`config.mk`:
```
export PLATFORM = sky130hd
export DESIGN_NAME = instr_field_pipe
export DESIGN_NICKNAME = d
export VERILOG_FILES = /design/src/rtl/instr_field_pipe.sv
export SDC_FILE = /design/constraint.sdc
export NUM_CORES = 1
export LEC_CHECK = 0
export CORE_ASPECT_RATIO = 2
export CORE_MARGIN = 2
export CORE_UTILIZATION = 48
export DETAILED_ROUTE_END_ITERATION = 8
export PLACE_DENSITY_LB_ADDON = 0.08
export SLEW_MARGIN = 20
export SYNTH_ARGS = -nofsm -noshare
export SYNTH_HDL_FRONTEND = slang
export SYNTH_SLANG_ARGS = --single-unit
```
`constraint.sdc`:
```
create_clock -name clk -period 4.1 [get_ports clk]
set_input_delay 0.615 -clock clk [delete_from_list [all_inputs] [get_ports clk]]
set_output_delay 0.615 -clock clk [all_outputs]
set_load 0.005 [all_outputs]
```
`src/rtl/instr_field_pipe.sv`:
```
// instr_field_pipe: registered MIPS instruction field splitter between fetch
// and decode. The raw word is decoded combinationally in front of the output
// register, so the output stage always holds finished fields. A two-entry
// buffer (output register + skid register) keeps full throughput under
// backpressure, and flush squashes everything that is held or arriving.
//
// Handshake: a beat moves on a port in any cycle where valid and ready are
// both 1 at the rising edge. A producer holds valid and data steady until
// the beat moves. in_ready comes straight from a register (~skid_valid), and
// out_valid/payload stay put while out_ready is low.
module instr_field_pipe #(
  parameter int PC_W       = 32,
  parameter int EXT_W      = 32,
  parameter bit ZEXT_LOGIC = 1'b1
) (
  input  logic             clk,
  input  logic             rst_n,
  input  logic             flush,
  input  logic             in_valid,
  output logic             in_ready,
  input  logic [31:0]      in_instr,
  input  logic [PC_W-1:0]  in_pc,
  output logic             out_valid,
  input  logic             out_ready,
  output logic [5:0]       out_opcode,
  output logic [4:0]       out_rs,
  output logic [4:0]       out_rt,
  output logic [4:0]       out_rd,
  output logic [4:0]       out_shamt,
  output logic [5:0]       out_funct,
  output logic [15:0]      out_imm,
  output logic [25:0]      out_target,
  output logic             out_bgez,
  output logic [EXT_W-1:0] out_imm_ext,
  output logic [PC_W-1:0]  out_jaddr,
  output logic [PC_W-1:0]  out_pc
);

  // Holding state
  logic              r_out_valid;
  logic              r_skid_valid;
  logic [31:0]       r_skid_instr;
  logic [PC_W-1:0]   r_skid_pc;

  // Output payload registers
  logic [5:0]        r_opcode;
  logic [4:0]        r_rs;
  logic [4:0]        r_rt;
  logic [4:0]        r_rd;
  logic [4:0]        r_shamt;
  logic [5:0]        r_funct;
  logic [15:0]       r_imm;
  logic [25:0]       r_target;
  logic              r_bgez;
  logic [EXT_W-1:0]  r_imm_ext;
  logic [PC_W-1:0]   r_jaddr;
  logic [PC_W-1:0]   r_pc;

  // Handshake and steering
  logic              w_accept;
  logic              w_out_free;
  logic              w_load_out;
  logic              w_load_skid;

  // Decode path
  logic [31:0]       w_src_instr;
  logic [PC_W-1:0]   w_src_pc;
  logic [5:0]        w_opcode;
  logic [15:0]       w_imm;
  logic              w_zext;
  logic [EXT_W-1:0]  w_imm_ext;
  logic [PC_W-1:0]   w_jaddr;

  assign in_ready   = ~r_skid_valid;
  assign w_accept   = in_valid & ~r_skid_valid;
  // Output register can take a new beat: it is empty or draining this cycle.
  assign w_out_free = ~r_out_valid | out_ready;
  // Output loads from skid if it holds something, else from an accepted beat.
  assign w_load_out  = ~flush & w_out_free & (r_skid_valid | w_accept);
  // New beat parks in skid when the output is blocked, or when the skid is
  // being drained into the output in the same cycle.
  assign w_load_skid = ~flush & w_accept & (r_skid_valid | ~w_out_free);

  // Oldest beat wins the decode path: skid content ahead of the input port.
  assign w_src_instr = r_skid_valid ? r_skid_instr : in_instr;
  assign w_src_pc    = r_skid_valid ? r_skid_pc    : in_pc;
  assign w_opcode    = w_src_instr[31:26];
  assign w_imm       = w_src_instr[15:0];
  assign w_zext      = ZEXT_LOGIC && ((w_opcode == 6'h0C) || (w_opcode == 6'h0D) ||
                                      (w_opcode == 6'h0E));

  // Immediate extension: zero-extend logical ops when enabled, else sign-extend.
  always_comb begin
    w_imm_ext       = '0;
    w_imm_ext[15:0] = w_imm;
    for (int b = 16; b < EXT_W; b++) begin
      w_imm_ext[b] = w_zext ? 1'b0 : w_imm[15];
    end
  end

  // Jump address: upper PC bits kept, low 28 bits from target word-aligned.
  always_comb begin
    w_jaddr       = w_src_pc;
    w_jaddr[27:0] = {w_src_instr[25:0], 2'b00};
  end

  // Valid bits for the output register and skid register.
  always_ff @(posedge clk or negedge rst_n) begin
    if (!rst_n) begin
      r_out_valid  <= 1'b0;
      r_skid_valid <= 1'b0;
    end else if (flush) begin
      r_out_valid  <= 1'b0;
      r_skid_valid <= 1'b0;
    end else if (w_out_free) begin
      r_out_valid  <= r_skid_valid | w_accept;
      r_skid_valid <= r_skid_valid & w_accept;
    end else begin
      r_skid_valid <= r_skid_valid | w_accept;
    end
  end

  // Skid register keeps the raw word and PC; decode happens on the way out.
  always_ff @(posedge clk or negedge rst_n) begin
    if (!rst_n) begin
      r_skid_instr <= '0;
      r_skid_pc    <= '0;
    end else if (w_load_skid) begin
      r_skid_instr <= in_instr;
      r_skid_pc    <= in_pc;
    end
  end

  // Output payload captures the fully decoded fields of the selected beat.
  always_ff @(posedge clk or negedge rst_n) begin
    if (!rst_n) begin
      r_opcode  <= '0;
      r_rs      <= '0;
      r_rt      <= '0;
      r_rd      <= '0;
      r_shamt   <= '0;
      r_funct   <= '0;
      r_imm     <= '0;
      r_target  <= '0;
      r_bgez    <= 1'b0;
      r_imm_ext <= '0;
      r_jaddr   <= '0;
      r_pc      <= '0;
    end else if (w_load_out) begin
      r_opcode  <= w_opcode;
      r_rs      <= w_src_instr[25:21];
      r_rt      <= w_src_instr[20:16];
      r_rd      <= w_src_instr[15:11];
      r_shamt   <= w_src_instr[10:6];
      r_funct   <= w_src_instr[5:0];
      r_imm     <= w_imm;
      r_target  <= w_src_instr[25:0];
      r_bgez    <= w_src_instr[20];
      r_imm_ext <= w_imm_ext;
      r_jaddr   <= w_jaddr;
      r_pc      <= w_src_pc;
    end
  end

  assign out_valid   = r_out_valid;
  assign out_opcode  = r_opcode;
  assign out_rs      = r_rs;
  assign out_rt      = r_rt;
  assign out_rd      = r_rd;
  assign out_shamt   = r_shamt;
  assign out_funct   = r_funct;
  assign out_imm     = r_imm;
  assign out_target  = r_target;
  assign out_bgez    = r_bgez;
  assign out_imm_ext = r_imm_ext;
  assign out_jaddr   = r_jaddr;
  assign out_pc      = r_pc;

endmodule

```
# Word-level counts from Yosys, hierarchy flattened
# Index checks and enable logic that the tools add are counted.
[classes] n_eq_ne=3 mux=7 bitwise=13 n_reduce_logical=3
[ops] cell="two-way mux 32 bit" n=2
[ops] cell="equality test 6 x 4 -> 1 bit, second input constant" n=3
[ops] cell="bitwise AND 1 bit" n=6
[ops] cell="two-way mux 1 bit" n=5
[ops] cell="inverter 1 bit" n=4
[ops] cell="OR 1 bit" n=3
[ops] cell="logical OR 1 bit" n=2
[ops] cell="nonzero test 2 bit" n=1
[totals] elab_cells=42 ff_bits=220

# Logic depth before layout (Yosys ltp)
[depth] word_depth=5 ltp_mapped=8

# Worst setup path before layout
# Ideal clock, no wire load.
[synth_path] path_kind="input to register" start="input port out_ready" end="register r_funct[1], in the netlist out_funct[1]" required_time_ns=3.968 t_arrival_ns=1.514 path_slack_ns=2.454 stages=7 path_buffers=3 cell_sequence="nor2b_1 > or3_1 > buf_2 > buf_6 > buf_6 > nand2_1 > o21ai_1"
[synth_via] elab_chain_cells=3
[synth_lines] item="start, declared" line_no="24" rtl="input logic out_ready,"
[synth_lines] item="OR 1 bit" line_no="77" rtl="assign w_out_free = ~r_out_valid | out_ready;"
[synth_lines] item="bitwise AND 1 bit (2 in a row)" line_no="79" rtl="assign w_load_out = ~flush & w_out_free & (r_skid_valid | w_accept);"
[synth_lines] item="end signal, assigned" line_no="155" rtl="r_funct <= w_src_instr[5:0];"
[synth_lines] item="end, declared" line_no="51" rtl="logic [5:0] r_funct;"
# Every way passes these cells.
# A chain may end at the register's enable or synchronous reset.

# Worst setup path in the final report
[layout_path] start="register r_skid_valid" end="register r_skid_instr[30]"
[layout_via] elab_chain_cells=4 word_cells_on_any_way=5
[layout_lines] item="start, declared" line_no="41" rtl="logic r_skid_valid;"
[layout_lines] item="start signal, assigned" line_no="117" rtl="r_skid_valid <= r_skid_valid & w_accept;"
[layout_lines] item="start signal, assigned" line_no="119" rtl="r_skid_valid <= r_skid_valid | w_accept;"
[layout_lines] item="inverter 1 bit" line_no="75" rtl="assign w_accept = in_valid & ~r_skid_valid;"
[layout_lines] item="bitwise AND 1 bit" line_no="75"
[layout_lines] item="bitwise AND 1 bit" line_no="82" rtl="assign w_load_skid = ~flush & w_accept & (r_skid_valid | ~w_out_free);"
[layout_lines] item="bitwise AND 1 bit *" line_no="82"
[layout_lines] item="end signal, assigned" line_no="129" rtl="r_skid_instr <= in_instr;"
[layout_lines] item="end, declared" line_no="42" rtl="logic [31:0] r_skid_instr;"
# Mark *: on every way between the ends. The rest lies on a longest branch, timed or not.

==> impl_results.md <==
* Final total power at 4260 uW
* Chip width at 85.0 um
* Fraction of layout cells with a size suffix above 1 at 15.1%
* LEAKAGE at 0.00354 uW
* Post-Layout Cell Count at 832
* CTS clock-pin slew for the worst setup and hold paths at 0.06 ns
* Hold slack at 0.358 ns
* Critical Path Start Type: flop
* Gr ovfl total at 0
* CTS Hold Buffers Added at 0
* Largest stage delay, worst path at 0.72 ns
* Placeable Area at 0.0129 mm2
* Reg2reg start: r_skid_valid$_DFF_PN0_
* Worst EP required at 4.38 ns
* RePlAce Congestion at 0.763
* Warnings, synthesis at 0
* WL/cell at 16.0 um
* Flops & latches, synth at 131
* Antenna viol nets, final at 0
* DR pass1 iterations at 4
* Final Hold Viols at 0
* HP Class: input pin to async pin
* Max-Cap Viols at 0
* Antenna violations before repair at 0
* Crit path max-delay cell type: dfrtp_4
* DR iter-0 viols at 175
* Vias per cell at 5.03
* Leading cell types in the layout, fill and taps excluded: clkdlybuf4s50_1 (238), dfrtp_1 (130), mux2_2 (64)
* Final period util at 59.9%
* WP buf/inv at 0
* Unrepaired setup endpoints after global routing: false
* Largest net degree at the start of global routing at 111
* Die area at 0.0141 mm2
* Count of nets after finishing at 736
* Worst EP arrival at 2.74 ns
* DR DRC count at 0
* Effective utilization at floorplan at 48.8%
* Synth area leaders: dfrtp_1 (52%), buf_4 (13%), mux2_2 (11%)
* Synth unique cells at 26
* Postcts setup bufs at 0
* TritonCTS Sinks at 131
* DRT Wirelength at 13400 um
* Antenna cell count at 0
* Power Density at 498 mW/mm2
* Min cycle time layout at 2.46 ns
* Gate Count Post-Synth at 539
* Latest clock arrival within the worst-skew pair at 0.41 ns
* Layout Utilization at 66.2%
* Die height at 166 um
* First-pass GRT wire length at 21900 um
* Maximum vdd drop at 0.366 mV
* Maximum clock path buffer count at 2
* Most common cell after layout, fill and taps aside: clkdlybuf4s50_1
* Post-Route Setup TNS at 0 ns
* Crit-path max FO at 64
* I/O Buffers at 239
* Synthesized area at 0.00630 mm2
* GRT Total Usage at 19.5%
* Skew final at 0.00620 ns
* Seq/Total Area, Yosys at 52.0%
* Crit. Startpoint: r_skid_valid$_DFF_PN0_
* Max Fclk at 407 MHz
* CP endpoint kind: flop
* CTS resizes at 0
* TritonCTS clock tree: done
* Final Max Slew Viols at 0
* CP Cell Sequence: nor2_1, nand3_4, mux2_2
* Vias in the first global route at 4368
* Via count at 4186
* Crit-path leading delay family: simple AND/OR/NAND/NOR gates
* H-tree Lvls at 4
* DPL Wire Length at 9110 um
* Avg Synthesized Cell Area at 11.7 um2
* Inserted Clock Buffers at 17
* Placement Rows at 59
* Leading area contributor after synthesis: dfrtp_1
* Root Buffer: clkbuf_16
* Run status: complete, no violations
* # IOs at 242
* Area fraction of the dominant cell type after synthesis at 52.0%
* # placed instances at 800
* Rel. slew slack at 34.1%
* Critical path class: flop to flop
* Tightest Pin Transition at 0.989 ns
* Setup-failing EPs final at 0
* Area Growth Syn to Fin at 35.7%
==> layer usage <==
layer / wire (um) / track usage (%) / share of wire [%] / vias up
met4: 216 / 5.73 / 1.6 / 0
met2: 7390 / 35.3 / 55 / 146
met1: 5030 / 21.9 / 38 / 2051
li1: - / - / - / 1971
met5: 0 / 0 / 0 / -
met3: 717 / 5.17 / 5.4 / 18
==> final timing paths <==
kind / endpoint / slack, ns / depth (start not counted)
setup / recovery: r_skid_instr[30]$_DFFE_PN0P_ / 1.64 / 3
hold / removal: r_skid_instr[10]$_DFFE_PN0P_ / 0.36 / 1
setup reg to reg: r_skid_instr[30]$_DFFE_PN0P_ / 1.64 / 3
hold reg to reg: out_pc[9]$_DFFE_PN0P_ / 0.48 / 2
max in group asynchronous: out_funct[1]$_DFFE_PN0P_ / 2.82 / 2
min in group clk: out_pc[9]$_DFFE_PN0P_ / 0.48 / 2
==> Yosys cell counts, drive strengths merged <==
cell    instances
a21o            1
conb            1
nor3            2
nand3           1
buf           129
nor4b           2
a32oi           1
a21oi           2
nand2b          2
mux2i          62
nor2b           2
nand2          63
nor2            4
dfrtp         131
a22o            1
clkbuf          5
inv             1
o21ai          63
mux2           64
a31oi           1
or3             1
==> logic make-up after synthesis <==
kind of cell / synth area share [%]
other cells: 0.0595
flops: 52.0
buf+inv: 15.9
mux: 21.3
simple gates: 5.12
compound gates: 5.66
==> final cells by class <==
cell class                      instances  area [um2]
Inverter                                1        3.75
Timing Repair Buffer                  242        2430
Clock buffer                           18         429
Multi-Input combinational cell        274        2040
Fill cell                            1024        4370
Sequential cell                       131        3280
Tap cell                              152         190
Clock inverter                         14         179
==> power by group <==
part | switching [uW] | internal [uW]
Combinational | 297 | 673
Sequential | 186 | 1560
Clock | 578 | 965
Total | 1060 | 3200
==> worst reg2reg max path: stages (launching register included) <==
cell and delay, ns:
dfrtp_4 0.72, nor2_1 0.28, nand3_4 0.73, mux2_2 0.60
==> metrics by stage <==
stage                     setup WS (ns)  cell area, um2
final                              1.64            8550
after global routing               1.49            8550
after CTS                          1.58            8550
after detailed placement           1.22            7950
after global placement             1.30            7950
after floorplan                    2.45            6310
==> flip-flops by register name (all words and copies together), names as in the netlist <==
signal / flops
out_pc: 32
out_jaddr: 1
out_rt: 4
out_shamt: 4
r_skid_pc: 32
r_skid_instr: 32
out_funct: 5
out_target: 6
out_imm: 6
out_imm_ext: 1
out_valid: 1
out_opcode: 6
r_skid_valid: 1
No activity file was read; power rests on OpenSTA's default activity.
